`src/rtl/seg7_scan_decoder.sv`:
```
// seg7_scan_decoder: passive monitor on a multiplexed 7-segment bus.
// Recovers the 5-bit symbol code per digit, keeps a per-digit register file,
// emits change updates on a valid/ready stream and flags illegal bus states.
// Optional feature: define SEG7_STALE_TIMEOUT_EN to add per-digit refresh
// timeouts that drop digit_valid when a digit stops being scanned.
module seg7_scan_decoder #(
  parameter int unsigned DIGITS        = 4,
  parameter int unsigned STABLE_CYCLES = 8,
  parameter int unsigned STALE_CYCLES  = 65535,
  localparam int unsigned UW = (DIGITS > 1) ? $clog2(DIGITS) : 1
) (
  input  logic                clk,
  input  logic                rst,
  input  logic [6:0]          seg_in,
  input  logic [DIGITS-1:0]   an_in,
  output logic [5*DIGITS-1:0] code_out,
  output logic [DIGITS-1:0]   digit_valid,
  output logic                upd_valid,
  input  logic                upd_ready,
  output logic [UW-1:0]       upd_digit,
  output logic [4:0]          upd_code,
  output logic                err_unknown,
  output logic                err_anode,
  output logic                upd_ovf,
  input  logic                clr_err
);

  localparam int unsigned CW = $clog2(STABLE_CYCLES + 1);

  typedef enum logic [1:0] {StIdle, StTrack, StLocked} state_e;

  state_e state_q, state_d;

  logic [6:0]        seg_s_q;
  logic [DIGITS-1:0] an_s_q;
  logic [6:0]        lat_seg_q, lat_seg_d;
  logic [DIGITS-1:0] lat_an_q, lat_an_d;
  logic [CW-1:0]     cnt_q, cnt_d;

  logic [DIGITS-1:0][4:0] code_q, code_d;
  logic [DIGITS-1:0]      valid_q, valid_d;

  logic          upd_valid_q, upd_valid_d;
  logic [UW-1:0] upd_digit_q, upd_digit_d;
  logic [4:0]    upd_code_q, upd_code_d;
  logic          err_unknown_q, err_unknown_d;
  logic          err_anode_q, err_anode_d;
  logic          upd_ovf_q, upd_ovf_d;

  logic [3:0]    low_cnt;
  logic          one_hot, multi_hot, same;
  logic          capture, restart, anode_set, new_upd, ovf_set;
  logic [UW-1:0] cap_idx;
  logic [5:0]    cap_dec;
  logic [4:0]    cap_code;
  logic          cap_unk;

  // Segment pattern to {unknown, code}; first listed pattern wins.
  function automatic logic [5:0] decode_seg(input logic [6:0] p);
    logic [5:0] r;
    r = {1'b1, 5'd31};
    case (p)
      7'b0001110: r = {1'b0, 5'd0};
      7'b0000110: r = {1'b0, 5'd1};
      7'b1000111: r = {1'b0, 5'd2};
      7'b1001111: r = {1'b0, 5'd3};
      7'b0100100: r = {1'b0, 5'd4};
      7'b1001000: r = {1'b0, 5'd5};
      7'b1000001: r = {1'b0, 5'd6};
      7'b0000111: r = {1'b0, 5'd7};
      7'b1001110: r = {1'b0, 5'd8};
      7'b1000000: r = {1'b0, 5'd9};
      7'b0001001: r = {1'b0, 5'd10};
      7'b0001000: r = {1'b0, 5'd11};
      7'b1001100: r = {1'b0, 5'd12};
      7'b0000011: r = {1'b0, 5'd13};
      7'b0100001: r = {1'b0, 5'd14};
      7'b0010010: r = {1'b0, 5'd15};
      7'b1000110: r = {1'b0, 5'd16};
      7'b1011000: r = {1'b0, 5'd17};
      7'b0110000: r = {1'b0, 5'd18};
      7'b0011001: r = {1'b0, 5'd19};
      7'b0000010: r = {1'b0, 5'd21};
      7'b1111000: r = {1'b0, 5'd22};
      7'b0000000: r = {1'b0, 5'd23};
      7'b0010000: r = {1'b0, 5'd24};
      7'b0101111: r = {1'b0, 5'd26};
      7'b1111111: r = {1'b0, 5'd31};
      default:    r = {1'b1, 5'd31};
    endcase
    return r;
  endfunction

  // Classify the sampled anode vector by number of low lines.
  always_comb begin
    low_cnt = '0;
    for (int i = 0; i < DIGITS; i++) begin
      low_cnt = low_cnt + {3'b000, ~an_s_q[i]};
    end
  end

  assign one_hot   = (low_cnt == 4'd1);
  assign multi_hot = (low_cnt > 4'd1);
  assign same      = (seg_s_q == lat_seg_q) && (an_s_q == lat_an_q);

  // Digit index of the latched (one-hot-low) anode vector.
  always_comb begin
    cap_idx = '0;
    for (int i = 0; i < DIGITS; i++) begin
      if (!lat_an_q[i]) cap_idx = UW'(i);
    end
  end

  assign cap_dec  = decode_seg(lat_seg_q);
  assign cap_code = cap_dec[4:0];
  assign cap_unk  = cap_dec[5];

  // Stability FSM: any change restarts tracking from the IDLE entry rules.
  always_comb begin
    state_d   = state_q;
    cnt_d     = cnt_q;
    lat_seg_d = lat_seg_q;
    lat_an_d  = lat_an_q;
    capture   = 1'b0;
    restart   = 1'b0;
    anode_set = 1'b0;
    case (state_q)
      StIdle: restart = 1'b1;
      StTrack: begin
        if (!same) begin
          restart = 1'b1;
        end else if (cnt_q == CW'(STABLE_CYCLES - 1)) begin
          capture = 1'b1;
          cnt_d   = CW'(STABLE_CYCLES);
          state_d = StLocked;
        end else begin
          cnt_d = cnt_q + 1'b1;
        end
      end
      StLocked: begin
        if (!same) restart = 1'b1;
      end
      default: state_d = StIdle;
    endcase
    if (restart) begin
      if (one_hot) begin
        state_d   = StTrack;
        cnt_d     = CW'(1);
        lat_seg_d = seg_s_q;
        lat_an_d  = an_s_q;
      end else begin
        state_d   = StIdle;
        cnt_d     = '0;
        anode_set = multi_hot;
      end
    end
  end

`ifdef SEG7_STALE_TIMEOUT_EN
  localparam int unsigned AW = $clog2(STALE_CYCLES + 1);
  logic [DIGITS-1:0][AW-1:0] age_q, age_d;
  logic [DIGITS-1:0]         stale_hit;

  // Per-digit age: cleared while the anode is low, saturates at the timeout.
  always_comb begin
    age_d     = age_q;
    stale_hit = '0;
    for (int i = 0; i < DIGITS; i++) begin
      if (!an_s_q[i]) begin
        age_d[i] = '0;
      end else if (age_q[i] != AW'(STALE_CYCLES)) begin
        age_d[i] = age_q[i] + 1'b1;
        stale_hit[i] = (age_d[i] == AW'(STALE_CYCLES));
      end
    end
  end

  // Age counter registers.
  always_ff @(posedge clk) begin
    if (rst) age_q <= '0;
    else     age_q <= age_d;
  end
`endif

  // Register file, update stream and sticky flags.
  always_comb begin
    code_d      = code_q;
    valid_d     = valid_q;
    new_upd     = 1'b0;
    ovf_set     = 1'b0;
    upd_valid_d = upd_valid_q;
    upd_digit_d = upd_digit_q;
    upd_code_d  = upd_code_q;
`ifdef SEG7_STALE_TIMEOUT_EN
    valid_d = valid_q & ~stale_hit;
`endif
    if (capture) begin
      new_upd          = !valid_q[cap_idx] || (code_q[cap_idx] != cap_code);
      code_d[cap_idx]  = cap_code;
      valid_d[cap_idx] = 1'b1;
    end
    if (upd_valid_q && upd_ready) upd_valid_d = 1'b0;
    if (new_upd) begin
      // Latest wins; only a load over an unaccepted update is an overflow.
      ovf_set     = upd_valid_q && !upd_ready;
      upd_valid_d = 1'b1;
      upd_digit_d = cap_idx;
      upd_code_d  = cap_code;
    end
    // Set has priority over a simultaneous clear.
    err_unknown_d = (capture && cap_unk) || (err_unknown_q && !clr_err);
    err_anode_d   = anode_set || (err_anode_q && !clr_err);
    upd_ovf_d     = ovf_set || (upd_ovf_q && !clr_err);
  end

  // Input sample register; resets to an idle (blank) bus.
  always_ff @(posedge clk) begin
    if (rst) begin
      seg_s_q <= '1;
      an_s_q  <= '1;
    end else begin
      seg_s_q <= seg_in;
      an_s_q  <= an_in;
    end
  end

  // FSM, register file and stream state.
  always_ff @(posedge clk) begin
    if (rst) begin
      state_q       <= StIdle;
      cnt_q         <= '0;
      lat_seg_q     <= '1;
      lat_an_q      <= '1;
      code_q        <= '0;
      valid_q       <= '0;
      upd_valid_q   <= 1'b0;
      upd_digit_q   <= '0;
      upd_code_q    <= '0;
      err_unknown_q <= 1'b0;
      err_anode_q   <= 1'b0;
      upd_ovf_q     <= 1'b0;
    end else begin
      state_q       <= state_d;
      cnt_q         <= cnt_d;
      lat_seg_q     <= lat_seg_d;
      lat_an_q      <= lat_an_d;
      code_q        <= code_d;
      valid_q       <= valid_d;
      upd_valid_q   <= upd_valid_d;
      upd_digit_q   <= upd_digit_d;
      upd_code_q    <= upd_code_d;
      err_unknown_q <= err_unknown_d;
      err_anode_q   <= err_anode_d;
      upd_ovf_q     <= upd_ovf_d;
    end
  end

  assign code_out    = code_q;
  assign digit_valid = valid_q;
  assign upd_valid   = upd_valid_q;
  assign upd_digit   = upd_digit_q;
  assign upd_code    = upd_code_q;
  assign err_unknown = err_unknown_q;
  assign err_anode   = err_anode_q;
  assign upd_ovf     = upd_ovf_q;

endmodule

```
`config.mk`:
```
export PLATFORM = sky130hd
export DESIGN_NAME = seg7_scan_decoder
export DESIGN_NICKNAME = d
export VERILOG_FILES = /design/src/rtl/seg7_scan_decoder.sv
export SDC_FILE = /design/constraint.sdc
export NUM_CORES = 1
export LEC_CHECK = 0
export BUFFER_PORTS_ARGS = -buffer_cell sky130_fd_sc_hd__buf_2
export CELL_PAD_IN_SITES_DETAIL_PLACEMENT = 1
export CELL_PAD_IN_SITES_GLOBAL_PLACEMENT = 1
export CORE_UTILIZATION = 40
export CTS_CLUSTER_SIZE = 30
export DETAILED_ROUTE_END_ITERATION = 8
export PLACE_DENSITY_LB_ADDON = 0.08
export SYNTH_ARGS = -nofsm -noshare
export SYNTH_HDL_FRONTEND = slang
export SYNTH_SLANG_ARGS = --single-unit
```
`constraint.sdc`:
```
create_clock -name clk -period 3.7 [get_ports clk]
set_clock_uncertainty 0.05 [all_clocks]
set_input_delay 0.74 -clock clk [delete_from_list [all_inputs] [get_ports clk]]
set_output_delay 0.74 -clock clk [all_outputs]
set_load 0.05 [all_outputs]
```
# Word-level counts from Yosys, hierarchy flattened

Memory sizes are Yosys's and may differ from the RTL's. A register that Yosys moved wholly into a read port is not among the register bits.
Cells that the tools add are included.

Flip-flop bits (word level): 63
Bits in latches: 0
Memory bits (writable): 0
Bits in read-only memories: 768
Bits of input ports: 15
Output and inout bits: 35
Logic and storage cells: 99
Memories: 1

Memory list:

| memory           | words | width | read ports | clocked after memory_dff | wr ports | line | source |
|---|---|---|---|---|---|---|---|
| (name not given) | 128   | 6     | 1          | 1                        | 0        | 62   | `case (p)` |

Add/sub/neg operators: 4
$mul: 0
Div/mod/pow operators: 0
$lt $le $gt $ge: 3
Equal/unequal tests: 10
Shift operators: 0
Muxes and demuxes: 35
Bitwise logic cells: 5
Reductions and logical operators: 24

Operators by type and width:

| kind                                                                             | number |
|---|---|
| 20-bit bitwise mux                                                               | 1 |
| 4-bit 2-to-1 mux                                                                 | 4 |
| 1-bit 2-to-1 mux                                                                 | 15 |
| 7-bit 2-to-1 mux                                                                 | 2 |
| 5-bit binary-select mux with 2-bit select                                        | 1 |
| 5-bit demux with 2-bit select                                                    | 1 |
| 2-bit 2-to-1 mux                                                                 | 5 |
| 5-bit 2-to-1 mux                                                                 | 2 |
| 1-bit logical AND                                                                | 8 |
| 7-bit equality test                                                              | 1 |
| 3-bit inequality test (second input constant)                                    | 2 |
| 2-bit nonzero test                                                               | 3 |
| 5-bit inequality test                                                            | 1 |
| 3-bit by 1-bit adder with 4-bit output                                           | 1 |
| 4-bit by 1-bit adder with 4-bit output (second input constant)                   | 1 |
| 4-bit by 1-bit equality test with 1-bit output (second input constant)           | 1 |
| 4-bit by 3-bit equality test with 1-bit output (second input constant)           | 1 |
| 4-bit equality test                                                              | 1 |
| 4-bit by 1-bit greater-than comparator with 1-bit output (second input constant) | 1 |
| 1-bit logical OR                                                                 | 4 |
| 1-bit inverter                                                                   | 4 |
| 4-bit bitwise OR                                                                 | 1 |
| 2-bit one-hot mux with 2 select lines                                            | 1 |
| 2-bit AND reduction                                                              | 2 |
| 14 further kinds                                                                 | 17 |

# Longest topological paths before layout

Gate-level depths: netlist (run 1).

Word-level depth: 10
Depth in mapped cells: 16
Depth with buffers taken out: 13

# Least setup slack after synthesis (run 1)

OpenSTA, ideal clock, no wires.

Path kind: register -> register
Start point: register an_s_q[0]
End point: register cap_dec[5] (netlist name)
Setup time: 128 ps
Arrival: 3,691 ps
Setup slack: -169 ps
Stages on the path, launching flop included: 17
Path buffers: 3
Period minus slack after synthesis: 3,869 ps
Path through: dfxtp_1 > fa_1 > inv_1 > ha_1 > ha_1 > nor4b_1 > o21a_1 > nand2_2 > buf_4 > buf_2 > buf_1 > nand2_1 > o211ai_1 > ha_1 > a221o_1 > a221oi_1 > a211oi_1

Word-level cells in the longest chain between the ends: 8
Elaborated cells between the ends (all ways): 12

Ends and longest elaborated chain:

| what                                           | line | source |
|---|---|---|
| from (decl)                                    | 35   | `logic [DIGITS-1:0] an_s_q;` |
| from (signal assigned)                         | 223  | `an_s_q <= an_in;` |
| 1-bit inverter                                 | 98   | `low_cnt = low_cnt + {3'b000, ~an_s_q[i]};` |
| 1-bit by 1-bit adder with 2-bit output         | 98   |  |
| 2-bit by 1-bit adder with 3-bit output         | 98   |  |
| 3-bit by 1-bit adder with 4-bit output         | 98   |  |
| 4-bit by 1-bit equality test with 1-bit output | 102  | `assign one_hot = (low_cnt == 4'd1);` |
| 2-bit AND reduction (no line) *                | n/a  |  |
| 7-bit 2-to-1 mux (no line) * (2 in a row)      | n/a  |  |

Mark *: on every way between the ends. The rest lies on a longest branch, timed or not.
A chain may end at the register's enable or synchronous reset.

# Worst setup path after layout (run 1)

Start point: register an_s_q[0]
End point: register cap_dec[4] (netlist name)

Word-level cells in the longest chain between the ends: 8
Elaborated cells between the ends (all ways): 12

Ends and longest elaborated chain:

| what                                           | line |
|---|---|
| 1-bit inverter                                 | 98 |
| 1-bit by 1-bit adder with 2-bit output         | 98 |
| 2-bit by 1-bit adder with 3-bit output         | 98 |
| 3-bit by 1-bit adder with 4-bit output         | 98 |
| 4-bit by 1-bit equality test with 1-bit output | 102 |
| 2-bit AND reduction (no line) *                | n/a |
| 7-bit 2-to-1 mux (no line) * (2 in a row)      | n/a |

Marked as above.

==> flow_summary.toml, run 1 <==
[final_layout]
antenna_cells = 0
most_frequent_cells_in_the_layout = "dfxtp_1, nor2_1, buf_2"
layout_commonest_cell = "dfxtp_1"
nets = 557
fill_cells = 1218
layout_overhead_on_the_synthesized_area_pct = 17.6
post_route_cells_drive_above_1_share_pct = 24.2

[pwr]
post-layout-total-power_uw = 2150
peakVddDrop_v = 0.000220
cellLeakagePower_uw = 0.00207
power_density_mw_per_mm2 = 455

[floorplanning]
die_h_um = 102
die_w_um = 102
floorplan.io_pins = 50
floorplan.initialDensity_pct = 41.2
core_area_mm2 = 0.00973
fp.dieArea_mm2 = 0.0104
placement_rows = 36

[place]
placement.io_buffers = 49
gpl.final_weighted_congestion = 0.947
place.detailed.hpwl_um = 9390

[clocking]
cts.root.buffer_cell = "clkbuf_8"
htree_num_levels = 3
cts.hold.buffers_added = 0
tritoncts_num_sinks = 69
clock_latency_ns = 0.35
cts_tree = "done"
clockBufferDepth = 2
clk_pin_slew_ns = 0.08
cts_inserted_buffers = 9

[critical_path]
cp.arrival_ns = 3.69
timing.critical_path.from_type = "flip-flop"
critical_path_peak_fanout = 23
worstSetupStartpoint = "an_s_q[0]"
critPathKind = "reg2reg"
required_ns = 3.87
r2r_start = "an_s_q[0]"
timing.critical_path.to_type = "flip-flop"

[route]
finalWirelength_um = 12600
final_antenna_net_count = 0
drt-wirelength-per-cell_um = 18.9
drt_pass1_iterations = 4
detailroute.via_count = 3825
route.detailed.drc = 0
detail_route.iter0.violations = 128
vias_per_cell = 5.71

[synth]
edff_count_synth = 0
avgSynthCellArea_um2 = 8.41
netlist_area_mm2 = 0.00401
synth_cells = 477
synth.net_count = 501
synth_cell_type_count = 71
synth_flop_cell = "dfxtp_1"
ys_seq_area_share_pct = 34.4
ys_warn_count = 0
async_flop_share_pct = 0
postSynthRegisterBits = 69

[global_route]
number_of_global_route_vias_before_repair = 3855
grt_use_total_pct = 25.7
pin_count_of_the_biggest_net_entering_global_routing = 30
number_of_antenna_violations_at_the_first_check_in_global_routing = 0
grt_pass1_wl_um = 20200
global_route.overflow_total = 0

[timing]
hold-worst-slack_ns = 0.417
worst_slew_margin_rel_pct = 50.7
final.period_utilization_pct = 95.2
slew_viol_final = 0
fin_setup_tns_ns = 0
worst-slew-pin-transition_ns = 0.736
final_hold_viol_count = 0
setup_repair_after_global_routing_missed_its_margin = "no"
setup_viol = 0
timing.final.crit_period_ns = 3.52
fmax_mhz = 284

[hold_path]
worstHoldPathType = "reg2reg"
worst_hold_startpoint = "digit_valid[0]"

[flow_run]
timing.max_cap.violations = 0

[outcome]
outcome = "finished, final reports clean"
## cell usage after synthesis (5+ instances only)
cell	count	share of area, %
a211oi_1	6	1.1
nand3b_1	7	1.3
nor3_1	11	1.4
dfxtp_1	69	34
buf_2	7	0.87
nor2_1	68	6.4
xnor2_1	14	3.1
nand2b_1	7	1.1
mux2_2	5	1.4
o21ai_0	12	1.5
nand2_1	30	2.8
ha_1	8	2.5
clkbuf_1	19	1.8
mux2i_1	39	9.7
nand3_1	16	2.0
or2_2	11	1.7
o211ai_1	8	1.5
a21oi_1	29	3.6
a31oi_1	6	0.94
inv_1	17	1.6
nor4_1	6	0.94
## state kept, by name, summed over array words and instances (netlist names), 4 cells and up
signal	count
lat_seg_q	7
seg_s_q	7
cap_dec	6
code_out	20
upd_code	5
an_s_q	4
cnt_q	4
digit_valid	4
lat_an_q	4
## area by class of cell
type / count / area [µm²] / area share, %
Sequential cell: 69 / 1380 / 29.3
Multi-Input combinational cell: 355 / 2420 / 51.3
Timing Repair Buffer: 80 / 478 / 10.1
Clock inverter: 4 / 47.5 / 1.01
Tap cell: 133 / 166 / 3.53
Clock buffer: 11 / 151 / 3.21
Inverter: 18 / 72.6 / 1.54
## per-stage QoR
step	area [µm²]	utilization [%]	worst slack (ns)	std cells
floorplan	4020	-	0.0109	477
global route	4720	48.5	0.0126	670
detailed placement	4480	46.1	0.132	654
global placement	4480	46.1	0.250	654
CTS	4680	48.1	0.127	669
finish	4720	48.5	0.176	670
## per-layer routing
| layer | vias to the layer above | global-route usage [%] | part of all wire, % |
|---|---|---|---|
| li1 | 1820 | - | - |
| met1 | 1857 | 33.4 | 47 |
| met2 | 110 | 40.7 | 45 |
| met3 | 38 | 4.99 | 3.8 |
| met4 | 0 | 12.5 | 3.5 |
| met5 | - | 0 | 0 |
## timing repair
item	in CTS	in global routing
setup buffers	0	1
endpoints found under the setup margin	0	3
gates resized for setup	0	4
## kinds of logic after synthesis
family,synth area share (%)
DFF,34.4
muxes,11.5
xor gates and xnor gates,3.46
AOI/OAI and AO/OA,18.7
adders and majority gates,3.00
and+or+nand+nor,22.8
buffers and inverters,6.05
## final timing paths
check | end | slack [ns] | depth (start not counted)
setup reg to reg | cap_dec[4] | 0.18 | 13
hold / removal | digit_valid[0] | 0.42 | 2
setup / recovery | cap_dec[4] | 0.18 | 13
hold reg to reg | digit_valid[0] | 0.42 | 2
## power breakdown
group	switching (µW)	internal [µW]
combinational	398	269
clock	294	342
sequential	54.7	790
## worst max-delay path: stages (launching register included)
cell and delay [ns]:
dfxtp_1 0.35, fa_1 0.55, inv_1 0.04, ha_1 0.17, ha_1 0.32, nor4b_4 0.28
o21a_2 0.27, nand2_2 0.11, buf_4 0.25, a221oi_2 0.35, buf_4 0.20, o21ai_0 0.17
a211oi_2 0.21, a21oi_1 0.07
(Power assumes the default switching activity.)
==> run 2: changes to the inputs <==
--- a/config.mk
+++ b/config.mk
@@ -9,4 +9,5 @@
 export CELL_PAD_IN_SITES_DETAIL_PLACEMENT = 1
 export CELL_PAD_IN_SITES_GLOBAL_PLACEMENT = 1
+export CORE_ASPECT_RATIO = 0.9
 export CORE_UTILIZATION = 40
 export CTS_CLUSTER_SIZE = 30
--- a/constraint.sdc
+++ b/constraint.sdc
@@ -3,3 +3,3 @@
 set_input_delay 0.74 -clock clk [delete_from_list [all_inputs] [get_ports clk]]
 set_output_delay 0.74 -clock clk [all_outputs]
-set_load 0.05 [all_outputs]
+set_load 0.005 [all_outputs]
==> flow_summary.toml, run 2 (synthesis results as in run 1) <==
[floorplanning]
core_area_mm2 = 0.00970
floorplan.initialDensity_pct = 41.3
fp.dieArea_mm2 = 0.0104
floorplan.io_pins = 50
die_w_um = 108
placement_rows = 34
die_h_um = 97.0

[final_layout]
finish.instance_area_mm2 = 0.00472
antenna_cells = 0
final_cells = 661
most_frequent_cells_in_the_layout = "dfxtp_1, nor2_1, buf_2"
fill_cells = 1181
layout_commonest_cell = "dfxtp_1"
core_utilization_of_the_finished_layout_pct = 48.7
layout_overhead_on_the_synthesized_area_pct = 17.7
flip_flop_count_of_the_largest_register_after_layout = 20
nets = 554
post_route_cells_drive_above_1_share_pct = 23.6

[critical_path]
critical_path_peak_fanout = 5
crit_path_max_incr_delay_ns = 0.54
critical_path_cell_count = 13
critical-path-slowest-cell = "fa_1"
cp.buffers_inverters = 1
cp.arrival_ns = 3.72
timing.critical_path.from_type = "flip-flop"
critPathKind = "reg2reg"
timing.critical_path.to_type = "flip-flop"
crit_path_cell_trace = "fa_1 -> inv_1 -> ha_1 -> ha_1 -> nor4b_4 -> o21a_2 -> nand2_2 -> nand2_1 -> nand3_1 -> ha_1 -> a221o_1 -> a221oi_1 -> a211oi_1"
crit_path_frequent_cell = "ha_1"
r2r.worst_path.cells = 13
required_ns = 3.87
critPathTopFamily = "adder cells"

[timing]
worst-slew-pin-transition_ns = 0.731
final_hold_viol_count = 0
worst_slew_margin_rel_pct = 51.0
setup_viol = 0
fmax_mhz = 281
timing.final.crit_period_ns = 3.55
final.period_utilization_pct = 96.0
slew_viol_final = 0
postLayoutSetupSlackWorst_ns = 0.147

[global_route]
grt_use_total_pct = 25.1
pin_count_of_the_biggest_net_entering_global_routing = 34
global_route.overflow_total = 0
number_of_antenna_violations_at_the_first_check_in_global_routing = 0
grt_pass1_wl_um = 20300
number_of_global_route_vias_before_repair = 3945

[clocking]
cts.hold.buffers_added = 0
clk_pin_slew_ns = 0.08
clock_latency_ns = 0.35
tritoncts_num_sinks = 69
htree_num_levels = 3
clockBufferDepth = 2
cts_inserted_buffers = 9
cts.root.buffer_cell = "clkbuf_8"
cts_tree = "done"

[place]
placed_cells_incl_taps = 642
place_worst_setup_slack_ns = 0.0768
gpl.final_weighted_congestion = 0.886
placement.io_buffers = 49
placement.cell_area_mm2 = 0.00445
place.detailed.hpwl_um = 9370

[outcome]
outcome = "finished, final reports clean"

[pwr]
switchingPower_uw = 742
internal_power_uw = 1470
sw_frac_of_total_pct = 33.6
peakVddDrop_v = 0.000226
comb_power_share_pct = 29.0
clock_power_share_pct = 32.7
cellLeakagePower_uw = 0.00208
power_density_mw_per_mm2 = 469
seqPwrFrac_pct = 38.3
post-layout-total-power_uw = 2210

[route]
detailroute.via_count = 3754
drt-wirelength-per-cell_um = 18.8
route.detailed.drc = 0
final_antenna_net_count = 0
finalWirelength_um = 12400
detail_route.iter0.violations = 216
vias_per_cell = 5.68
drt_pass1_iterations = 4

[hold_path]
worstHoldPathType = "reg2reg"
timing.hold.worst_path_depth = 2

[flow_run]
timing.max_cap.violations = 0
-- run 2: cell count changes in the layout (fill, tap and decap cells not counted), sizes merged --
| cell | previous run | this run |
|---|---|---|
| clkinv | 3 | 2 |
| bufinv | 1 | 2 |
| buf | 80 | 77 |
| inv | 17 | 18 |
-- run 2: power groups by stage --
stage	sequential (µW)	clock (µW)	combinational (µW)
detailed placement	864	0	616
floorplan	838	0	455
global placement	864	0	605
global route	854	779	698
CTS	847	736	621
finish	846	724	641
-- run 2: per-stage QoR --
step                hold WS (ns)  setup TNS [ns]
global placement           0.402               0
CTS                        0.421               0
finish                     0.421               0
global route               0.455        -0.00327
detailed placement         0.411               0
floorplan                  0.393               0
-- run 2: worst reg2reg max path: stages (launching register included) --
cell and delay [ns]:
dfxtp_1 0.35, fa_1 0.54, inv_1 0.04, ha_1 0.18, ha_1 0.32, nor4b_4 0.29
o21a_2 0.26, nand2_2 0.13, nand2_1 0.12, nand3_1 0.11, ha_1 0.31, a221o_1 0.36
a221oi_1 0.29, a211oi_1 0.10
-- run 2: path summary, 6_finish.rpt --
kind / end / slack (ns) / start
setup / recovery: cap_dec[5] / 0.15 / an_s_q[0]
hold / removal: digit_valid[0] / 0.42 / digit_valid[0]
setup reg to reg: cap_dec[5] / 0.15 / an_s_q[0]
hold reg to reg: digit_valid[0] / 0.42 / digit_valid[0]
-- run 2: layout make-up --
class	instances	area (µm²)	share of cell area, %
Clock buffer	11	151	3.21
Clock inverter	5	81.3	1.72
Inverter	18	72.6	1.54
Multi-Input combinational cell	355	2410	51.0
Sequential cell	69	1380	29.3
Tap cell	126	158	3.34
Timing Repair Buffer	77	468	9.92
-- run 2: what timing repair did --
| action | 4_1_cts | 5_1_grt |
|---|---|---|
| resized for setup | 0 | 2 |
| endpoints found under the setup margin | 0 | 2 |
| buffers inserted | 0 | 3 |
-- run 2: routing by layer --
layer	routed length [µm]	global-route usage, %	up-vias
met2	5740	39.4	81
li1	-	-	1810
met3	675	7.41	20
met1	5780	32.6	1843
met4	235	8.11	0
met5	0	0	-
==> run 3: changes to the inputs <==
PLACE_DENSITY = 0.84   (was default)
PLACE_DENSITY_LB_ADDON = default   (was 0.08)
==> flow_summary.toml, run 3 (synthesis results as in run 1) <==
[global_route]
grt_use_total_pct = 25.0
number_of_global_route_vias_before_repair = 3913
pin_count_of_the_biggest_net_entering_global_routing = 41
grt_pass1_wl_um = 20200
global_route.overflow_total = 0
number_of_antenna_violations_at_the_first_check_in_global_routing = 0

[timing]
timing.final.crit_period_ns = 3.57
fin_setup_tns_ns = 0
worst-slew-pin-transition_ns = 0.714
setup_viol = 0
final.period_utilization_pct = 96.4
setup_repair_after_global_routing_missed_its_margin = "no"
slew_viol_final = 0
postLayoutSetupSlackWorst_ns = 0.135
final_hold_viol_count = 0
fmax_mhz = 280
worst_slew_margin_rel_pct = 52.0

[place]
place.detailed.hpwl_um = 9290
gpl.final_weighted_congestion = 0.971
place_worst_setup_slack_ns = 0.0382
placement.io_buffers = 49

[final_layout]
post_route_cells_drive_above_1_share_pct = 23.6
antenna_cells = 0
nets = 554
layout_overhead_on_the_synthesized_area_pct = 16.6
most_frequent_cells_in_the_layout = "dfxtp_1, nor2_1, buf_2"
layout_commonest_cell = "dfxtp_1"
flip_flop_count_of_the_largest_register_after_layout = 20

[floorplanning]
die_w_um = 108
floorplan.initialDensity_pct = 41.3
core_area_mm2 = 0.00970
placement_rows = 34
floorplan.io_pins = 50
fp.dieArea_mm2 = 0.0104
die_h_um = 97.0

[clocking]
clock_latency_ns = 0.36
cts.hold.buffers_added = 0
clockBufferDepth = 2
cts_tree = "done"
cts.root.buffer_cell = "clkbuf_8"
tritoncts_num_sinks = 69
clk_pin_slew_ns = 0.08
cts_inserted_buffers = 9
htree_num_levels = 3

[route]
drt-wirelength-per-cell_um = 19.1
detailroute.via_count = 3808
final_antenna_net_count = 0
route.detailed.drc = 0
drt_pass1_iterations = 4
vias_per_cell = 5.77
finalWirelength_um = 12600
detail_route.iter0.violations = 282

[hold_path]
holdPathEnd = "digit_valid[0]"
worstHoldPathType = "reg2reg"
timing.hold.worst_path_depth = 2
worst_hold_startpoint = "digit_valid[0]"

[pwr]
internal_power_uw = 1350
clock_power_share_pct = 29.3
power_density_mw_per_mm2 = 452
comb_power_share_pct = 30.7
seqPwrFrac_pct = 40.0
switchingPower_uw = 758
sw_frac_of_total_pct = 35.9
cellLeakagePower_uw = 0.00205
peakVddDrop_v = 0.000177

[critical_path]
worstReg2RegEnd = "cap_dec[5]"
critical_path_peak_fanout = 9
required_ns = 3.89
r2r.worst_path.cells = 13
r2r_start = "an_s_q[0]"
cp.arrival_ns = 3.76
critPathKind = "reg2reg"
timing.critical_path.from_type = "flip-flop"
timing.critical_path.to_type = "flip-flop"
reg2reg_slack_ns = 0.13

[flow_run]
timing.max_cap.violations = 0

[outcome]
outcome = "finished, final reports clean"
-- run 3: cell types whose count changed in the layout (fill, tap and decap cells not counted), sizes merged --
| cell | delta |
|---|---|
| clkinv | +3 |
| clkbuf | -2 |
| bufinv | -1 |
| inv | -1 |
-- run 3: how the worst max path moves through the flow --
stage,startpoint,endpoint,cells past startpoint
after floorplan,an_s_q[0],cap_dec[5],16
after global placement,an_s_q[0],cap_dec[0],12
after detailed placement,an_s_q[0],cap_dec[5],13
after CTS,an_s_q[0],cap_dec[5],13
after global routing,an_s_q[0],cap_dec[5],13
final,an_s_q[0],cap_dec[5],13
-- run 3: power by group through the flow --
stage / clock, µW / combinational (µW) / sequential [µW]
after floorplan: 0 / 455 / 838
after global placement: 0 / 592 / 859
after detailed placement: 0 / 609 / 862
after CTS: 627 / 612 / 844
after global routing: 651 / 701 / 851
final: 619 / 647 / 845
-- run 3: critical path, stage by stage, from the launching register on --
cell and delay (ns):
dfxtp_1 0.36, fa_1 0.54, inv_1 0.05, ha_1 0.18, ha_1 0.30, nor4b_2 0.26, o21a_2 0.29, and2_4 0.24
nand2_1 0.09, nand3_1 0.13, ha_1 0.25, a221o_1 0.37, a221oi_2 0.26, a211oi_1 0.07
-- run 3: per-stage QoR --
step	instance area, µm²	hold WS (ns)	cells	power, µW	util (%)
2_1_floorplan	4020	0.393	477	1290	-
3_3_place_gp	4440	0.400	642	1450	45.8
3_5_place_dp	4440	0.411	642	1470	45.8
4_1_cts	4630	0.425	657	2080	47.7
5_1_grt	4670	0.456	660	2200	48.2
6_report	4670	0.424	660	2110	48.2
-- run 3: area by class of cell --
| cell class | instances | area [µm²] |
|---|---|---|
| timing repair buffer | 77 | 455 |
| multi-input combinational | 355 | 2420 |
| sequential | 69 | 1380 |
| clock buffer | 9 | 124 |
| tap | 126 | 158 |
| inverter | 18 | 72.6 |
| fill | 1194 | 5020 |
| clock inverter | 6 | 65.1 |
-- run 3: per-layer routing --
| metal | part of all wire, % | GRT usage, % | routed length (µm) | vias to the layer above |
|---|---|---|---|---|
| li1 | - | - | - | 1804 |
| met1 | 45 | 32.0 | 5740 | 1893 |
| met2 | 48 | 41.1 | 6080 | 87 |
| met3 | 4.1 | 4.78 | 522 | 24 |
| met4 | 2.3 | 9.59 | 290 | 0 |
| met5 | 0 | 0 | 0 | - |
-- run 3: repair_timing --
action / in CTS / in global routing
setup buffers: 0 / 3
gates resized for setup: 0 / 4
setup endpoints to repair: 0 / 5
